===== src/rtl/mux_scan_pkg.sv =====
// Shared types and index helpers for the bit-select mux scan sequencer.
package mux_scan_pkg;

  typedef enum logic {
    IDLE = 1'b0,
    SCAN = 1'b1
  } scan_state_t;

  // Index at which a scan ends: top bit when scanning up, bit 0 when scanning down.
  function automatic int unsigned term_idx(input int unsigned depth, input bit msb_first);
    return msb_first ? 32'd0 : depth - 32'd1;
  endfunction

  // Index at which a scan begins.
  function automatic int unsigned start_idx(input int unsigned depth, input bit msb_first);
    return msb_first ? depth - 32'd1 : 32'd0;
  endfunction

endpackage


===== src/rtl/mux_scan_ctrl.sv =====
// Sequencer that latches a word onto an external bit-select mux and walks the
// select across every bit, streaming each selected bit out with valid/ready/last.
module mux_scan_ctrl
  import mux_scan_pkg::*;
#(
  parameter int unsigned width     = 2,
  parameter int unsigned depth     = 4,
  parameter bit          msb_first = 1'b0
) (
  input  logic             clk,
  input  logic             rst_n,
  input  logic             s_valid,
  input  logic [depth-1:0] s_data,
  output logic             s_ready,
  output logic [depth-1:0] mux_in,
  output logic [width-1:0] mux_sel,
  input  logic             mux_out,
  output logic             m_valid,
  output logic             m_data,
  output logic             m_last,
  input  logic             m_ready,
  output logic             busy
);

  if (depth < 2 || depth > (1 << width)) begin : g_bad_params
    $error("mux_scan_ctrl: depth must satisfy 2 <= depth <= 2**width");
  end

  localparam logic [width-1:0] start_sel = width'(start_idx(depth, msb_first));
  localparam logic [width-1:0] term_sel  = width'(term_idx(depth, msb_first));

  scan_state_t      state;
  logic [width-1:0] next_sel;

  always_comb begin
    next_sel = msb_first ? mux_sel - width'(1) : mux_sel + width'(1);
  end

  // Ready comes straight from m_ready on the last beat so words chain without a bubble.
  assign s_ready = (state == IDLE) || (m_ready && m_last);
  assign m_data  = mux_out;

  always_ff @(posedge clk) begin
    if (!rst_n) begin
      state   <= IDLE;
      mux_in  <= '0;
      mux_sel <= '0;
      m_valid <= 1'b0;
      m_last  <= 1'b0;
      busy    <= 1'b0;
    end else begin
      case (state)
        IDLE: begin
          if (s_valid) begin
            state   <= SCAN;
            mux_in  <= s_data;
            mux_sel <= start_sel;
            m_valid <= 1'b1;
            m_last  <= (start_sel == term_sel);
            busy    <= 1'b1;
          end
        end
        SCAN: begin
          if (m_ready) begin
            if (m_last) begin
              if (s_valid) begin
                mux_in  <= s_data;
                mux_sel <= start_sel;
                m_last  <= (start_sel == term_sel);
              end else begin
                state   <= IDLE;
                m_valid <= 1'b0;
                m_last  <= 1'b0;
                busy    <= 1'b0;
              end
            end else begin
              mux_sel <= next_sel;
              m_last  <= (next_sel == term_sel);
            end
          end
        end
      endcase
    end
  end

endmodule

===== config.mk =====
export PLATFORM = sky130hd
export DESIGN_NAME = mux_scan_ctrl
export DESIGN_NICKNAME = d
export VERILOG_FILES = /design/src/rtl/mux_scan_pkg.sv /design/src/rtl/mux_scan_ctrl.sv
export SDC_FILE = /design/constraint.sdc
export NUM_CORES = 1
export LEC_CHECK = 0
export ABC_CLOCK_PERIOD_IN_PS = 1780
export CORE_AREA = 2 2 39 41
export CTS_BUF_LIST = sky130_fd_sc_hd__clkbuf_4 sky130_fd_sc_hd__clkbuf_8
export CTS_CLUSTER_SIZE = 24
export DETAILED_ROUTE_END_ITERATION = 8
export DIE_AREA = 0 0 41 43
export GPL_ROUTABILITY_DRIVEN = 1
export GPL_TIMING_DRIVEN = 0
export PLACE_DENSITY = 0.77
export SYNTH_ARGS = -nofsm -noshare
export SYNTH_HDL_FRONTEND = slang
export SYNTH_SLANG_ARGS = --single-unit

===== constraint.sdc =====
create_clock -name clk -period 1.78 [get_ports clk]
set_input_delay 0.267 -clock clk [delete_from_list [all_inputs] [get_ports clk]]
set_output_delay 0.267 -clock clk [all_outputs]
set_load 0.02 [all_outputs]

After elaboration in Yosys (flattened, before gate mapping)
Cells that the tools add are included.

Register bits after elaboration: 9. Output and inout port bits: 11.

Bitwise logic cells: 1. Reduce and logical (&&, ||, !) cells: 5. Add/sub/neg operators: 1. Equal/unequal tests: 5. Multiplexer cells: 21.

Operators with widths (number): two-way mux 4 bit (3); two-way mux 1 bit (10); inequality test 2 bit (second input constant) (4); case mux 4 bit (2 select lines) (1); two-way mux 2 bit (3); case mux 1 bit (2 select lines) (3); case mux 2 bit (2 select lines) (1); AND reduction 2 bit (2); AND reduction 4 bit (1); adder 2 x 1 -> 2 bit (second input constant) (1); equality test 2 bit (second input constant) (1); logical AND 1 bit (1); logical OR 1 bit (1); inverter 1 bit (1).

Depth between registers and ports, before layout
Depth in word-level cells: 5. Mapped depth: 4. Depth with buffers taken out: 4.

Worst setup path after synthesis
Ideal clock, no wire load.

Kind: reg2reg. Start: reg mux_sel[0]. End: reg mux_sel[1]. Cell stages (with the launch flop): 5. Arrival time: 1088 ps. Required time: 1660 ps. Path slack: 572 ps. Library setup time: 120 ps. Buffers on the path: 0. Cells stage by stage: dfxtp_1 -> inv_1 -> ha_1 -> nor3_1 -> o31a_1.

Cells in the longest elaborated chain, start to end: 4.

Ends and longest elaborated chain: start, declared (RTL line mux_scan_ctrl.sv:16) `output logic [width-1:0] mux_sel,`; start signal, assigned (RTL line mux_scan_ctrl.sv:57) `mux_sel <= start_sel;`; start signal, assigned (RTL line mux_scan_ctrl.sv:68) `mux_sel <= start_sel;`; start signal, assigned (RTL line mux_scan_ctrl.sv:77) `mux_sel <= next_sel;`; adder 2 x 1 -> 2 bit (RTL line mux_scan_ctrl.sv:36) `next_sel = msb_first ? mux_sel - width'(1) : mux_sel + width'(1);`; two-way mux 2 bit (RTL line mux_scan_ctrl.sv:65) `if (m_last) begin`; two-way mux 2 bit (RTL line mux_scan_ctrl.sv:64) `if (m_ready) begin`; case mux 2 bit (2 select lines) (RTL line mux_scan_ctrl.sv:52) `case (state)`.

Every way passes these cells. The select of a mux whose other input is x is not followed. A chain may end at the register's enable or synchronous reset.

Worst setup path after layout
Start: reg state. End: out s_ready.

Cells in the longest elaborated chain, start to end: 2.

Ends and longest elaborated chain: start, declared (RTL line mux_scan_ctrl.sv:32) `scan_state_t state;`; start signal, assigned (RTL line mux_scan_ctrl.sv:45) `state <= IDLE;`; start signal, assigned (RTL line mux_scan_ctrl.sv:55) `state <= SCAN;`; start signal, assigned (RTL line mux_scan_ctrl.sv:71) `state <= IDLE;`; inverter 1 bit; logical OR 1 bit (RTL line mux_scan_ctrl.sv:40) `assign s_ready = (state == IDLE) || (m_ready && m_last);`; end, declared (RTL line mux_scan_ctrl.sv:14) `output logic s_ready,`.

Every way passes these cells.

==> flow_summary.ini <==
[outcome]
outcome = completed

[routing]
via_per_inst = 4.541
vias = 386
wl_per_cell_um = 9.424
antenna_left = 0
drt_iter0_drc = 1
drtPass1Iterations = 3
wirelength_um = 801
drc = 0

[sta]
post-route-min-period_ns = 1.697
drv_slew = 0
rsz0062_at_grt = no
fin_tns_setup_ns = 0
relSlewSlack = 0.7469
fin_worst_skew_ns = 0.002858
fmax_mhz = 589.4
tightestPinTransition_ns = 0.3797
setup_viol = 0
timing_hold_violations_final = 0
holdWs_ns = 0.4598
period_share = 0.9531

[cts]
path_clk_slew_ns = 0.06
cts_root_buf = clkbuf_4
insertion_delay_ns = 0.25
clockBufferDepth = 2
cts_tree = yes
numCtsBuffers = 3
htree_levels = 1
clock_sinks = 9

[min_path]
hp-start = mux_in[1]
hold_path_class = reg -> reg

[setup_path]
critPathLaunchType = flip-flop
critPathRequiredTime_ns = 1.51
critPathArrivalTime_ns = 1.43
critPathCaptureType = output port
r2r_start = mux_sel[0]
critPathLaunch = state
critical_path_class = reg -> out
worstPathMaxFanout = 7

[die]
rows = 14
die_x_um = 41
core_um2 = 1384
initial_core_util = 0.3291
ioPinCount = 20
die_area_um2 = 1763
dieHeight_um = 43

[final_layout]
drive_above_1_share = 0.2029
syn_to_final_growth_pct = 50.82
antenna_cells = 0
nets = 80
final_area_um2 = 686.9
utilization = 0.4964
final_cells = 85

[placement]
gp_congestion = 0.6292
dpl.cell_count = 81
port_buffers = 18
dp_hpwl_um = 634.5
placed_cell_area_um2 = 655.6

[yosys]
yosysSeqAreaShare = 0.3956
synthTopCellsByCount = dfxtp_1 (9), nand2_1 (9), mux2i_1 (5)
ys_async_sr_fraction = 0
synth_cells = 47
synth_cell_types = 22
syn_area_um2 = 455.4
synth-seq-cells = 9
synth_largest_area_cell = dfxtp_1
synth_warnings = 0
synth_ff_type = dfxtp_1
synth.avg_cell_area_um2 = 9.690
synth.area.top_cells = dfxtp_1 (40%), mux2i_1 (11%), nand2_1 (7.4%), a21boi_4 (4.1%), buf_4 (3.3%)
synth_nets = 57
synth_top_area_share = 0.3956
synth-edff-count = 0

[power_and_ir_drop]
p_leak_nw = 0.2709
peakVddDrop_v = 0.0003879
powerDensity_nw_per_um2 = 718.2

[global_route]
gr-total-overflow = 0
track_usage = 0.1129
antenna_found_initial = 0
grt_pass1_wl_um = 1352
grt_pass1_vias = 333
grt_max_degree = 11

[run]
drv_cap = 0
[flip-flops by register name, indices dropped and copies added, names as in the netlist]
signal	flops
m_last	1
mux_in	4
state	1
busy	1
mux_sel	2
[metal layers]
metal  global-route usage  wire length, um  up-vias
li1                     -                -      207
met1               0.1596              396      165
met2               0.1406              332       14
met3              0.04712               72        0
met4              0.06000                0        0
met5                    0                0        -
[cell usage in the layout (no fill, tap or decap)]
cell type | synthesis | layout
clkdlybuf4s50_1 | 0 | 17
nand2_1 | 9 | 9
dfxtp_1 | 9 | 7
mux2i_1 | 5 | 5
clkbuf_4 | 0 | 4
inv_1 | 2 | 2
nor2b_1 | 2 | 2
nor3_1 | 2 | 2
o21a_1 | 2 | 2
buf_4 | 2 | 2
dfxtp_2 | 0 | 2
a21boi_4 | 1 | 1
clkbuf_1 | 1 | 1
nor2b_2 | 1 | 1
buf_6 | 1 | 1
nand3b_1 | 1 | 1
o31ai_1 | 1 | 1
and3b_2 | 1 | 1
nor3b_1 | 1 | 1
o31a_1 | 1 | 1
a32oi_1 | 1 | 1
and2b_2 | 1 | 1
nand2b_1 | 1 | 1
o221a_2 | 1 | 1
ha_1 | 1 | 1
dlygate4sd2_1 | 0 | 1
[cell families (layout without fill, tap and decap cells)]
| family | after synthesis | count (layout) | synth area share |
|---|---|---|---|
| AND/OR/NAND/NOR | 19 | 19 | 0.2308 |
| flip-flops | 9 | 9 | 0.3956 |
| AO/OA/AOI/OAI | 7 | 7 | 0.1539 |
| buffers and inverters | 6 | 28 | 0.08240 |
| multiplexers | 5 | 5 | 0.1099 |
| adder cells (fa/ha/maj) | 1 | 1 | 0.02747 |
[critical path, cell delays in order (launching register included)]
cell	delay, ns
dfxtp_2	0.39
a21boi_4	0.22
inv_1	0.05
clkdlybuf4s50_1	0.53
[metrics by stage]
| step | power, mW | worst slack [ns] |
|---|---|---|
| 5_1_grt | 0.5271 | 0.01007 |
| 6_report | 0.4934 | 0.08346 |
| 3_3_place_gp | 0.3315 | -0.1149 |
| 4_1_cts | 0.5051 | 0.01902 |
| 3_5_place_dp | 0.3322 | -0.1172 |
| 2_1_floorplan | 0.2815 | 0.5725 |
[worst paths after layout]
check                                  end  slack (ns)  depth (start not counted)
worst max-delay path               s_ready        0.08                          3
worst min register to register   mux_in[1]        0.46                          2
worst max register to register  mux_sel[1]        0.69                          4
worst min-delay path             mux_in[1]        0.46                          2
[cell type report]
type	instances	area [um^2]
inverters	2	7.507
multi-input cells	32	237.7
clock buffers	4	30.03
well taps	16	20.02
flip-flops and latches	9	182.7
repair buffers	18	178.9
fillers	142	696.9
plain buffers	4	30.03
[power by group]
part	total (mW)	internal, mW	switching, mW
Clock	0.167	0.101	0.0658
Combinational	0.105	0.0607	0.0446
Sequential	0.221	0.213	0.00829
Total	0.493	0.375	0.119
[what timing repair did]
action,4_1_cts,5_1_grt
resized for setup,2,1
buffers inserted,0,0
endpoints found under the setup margin,1,1
hold buffers,0,0
No activity file was read; power rests on OpenSTA's default activity.
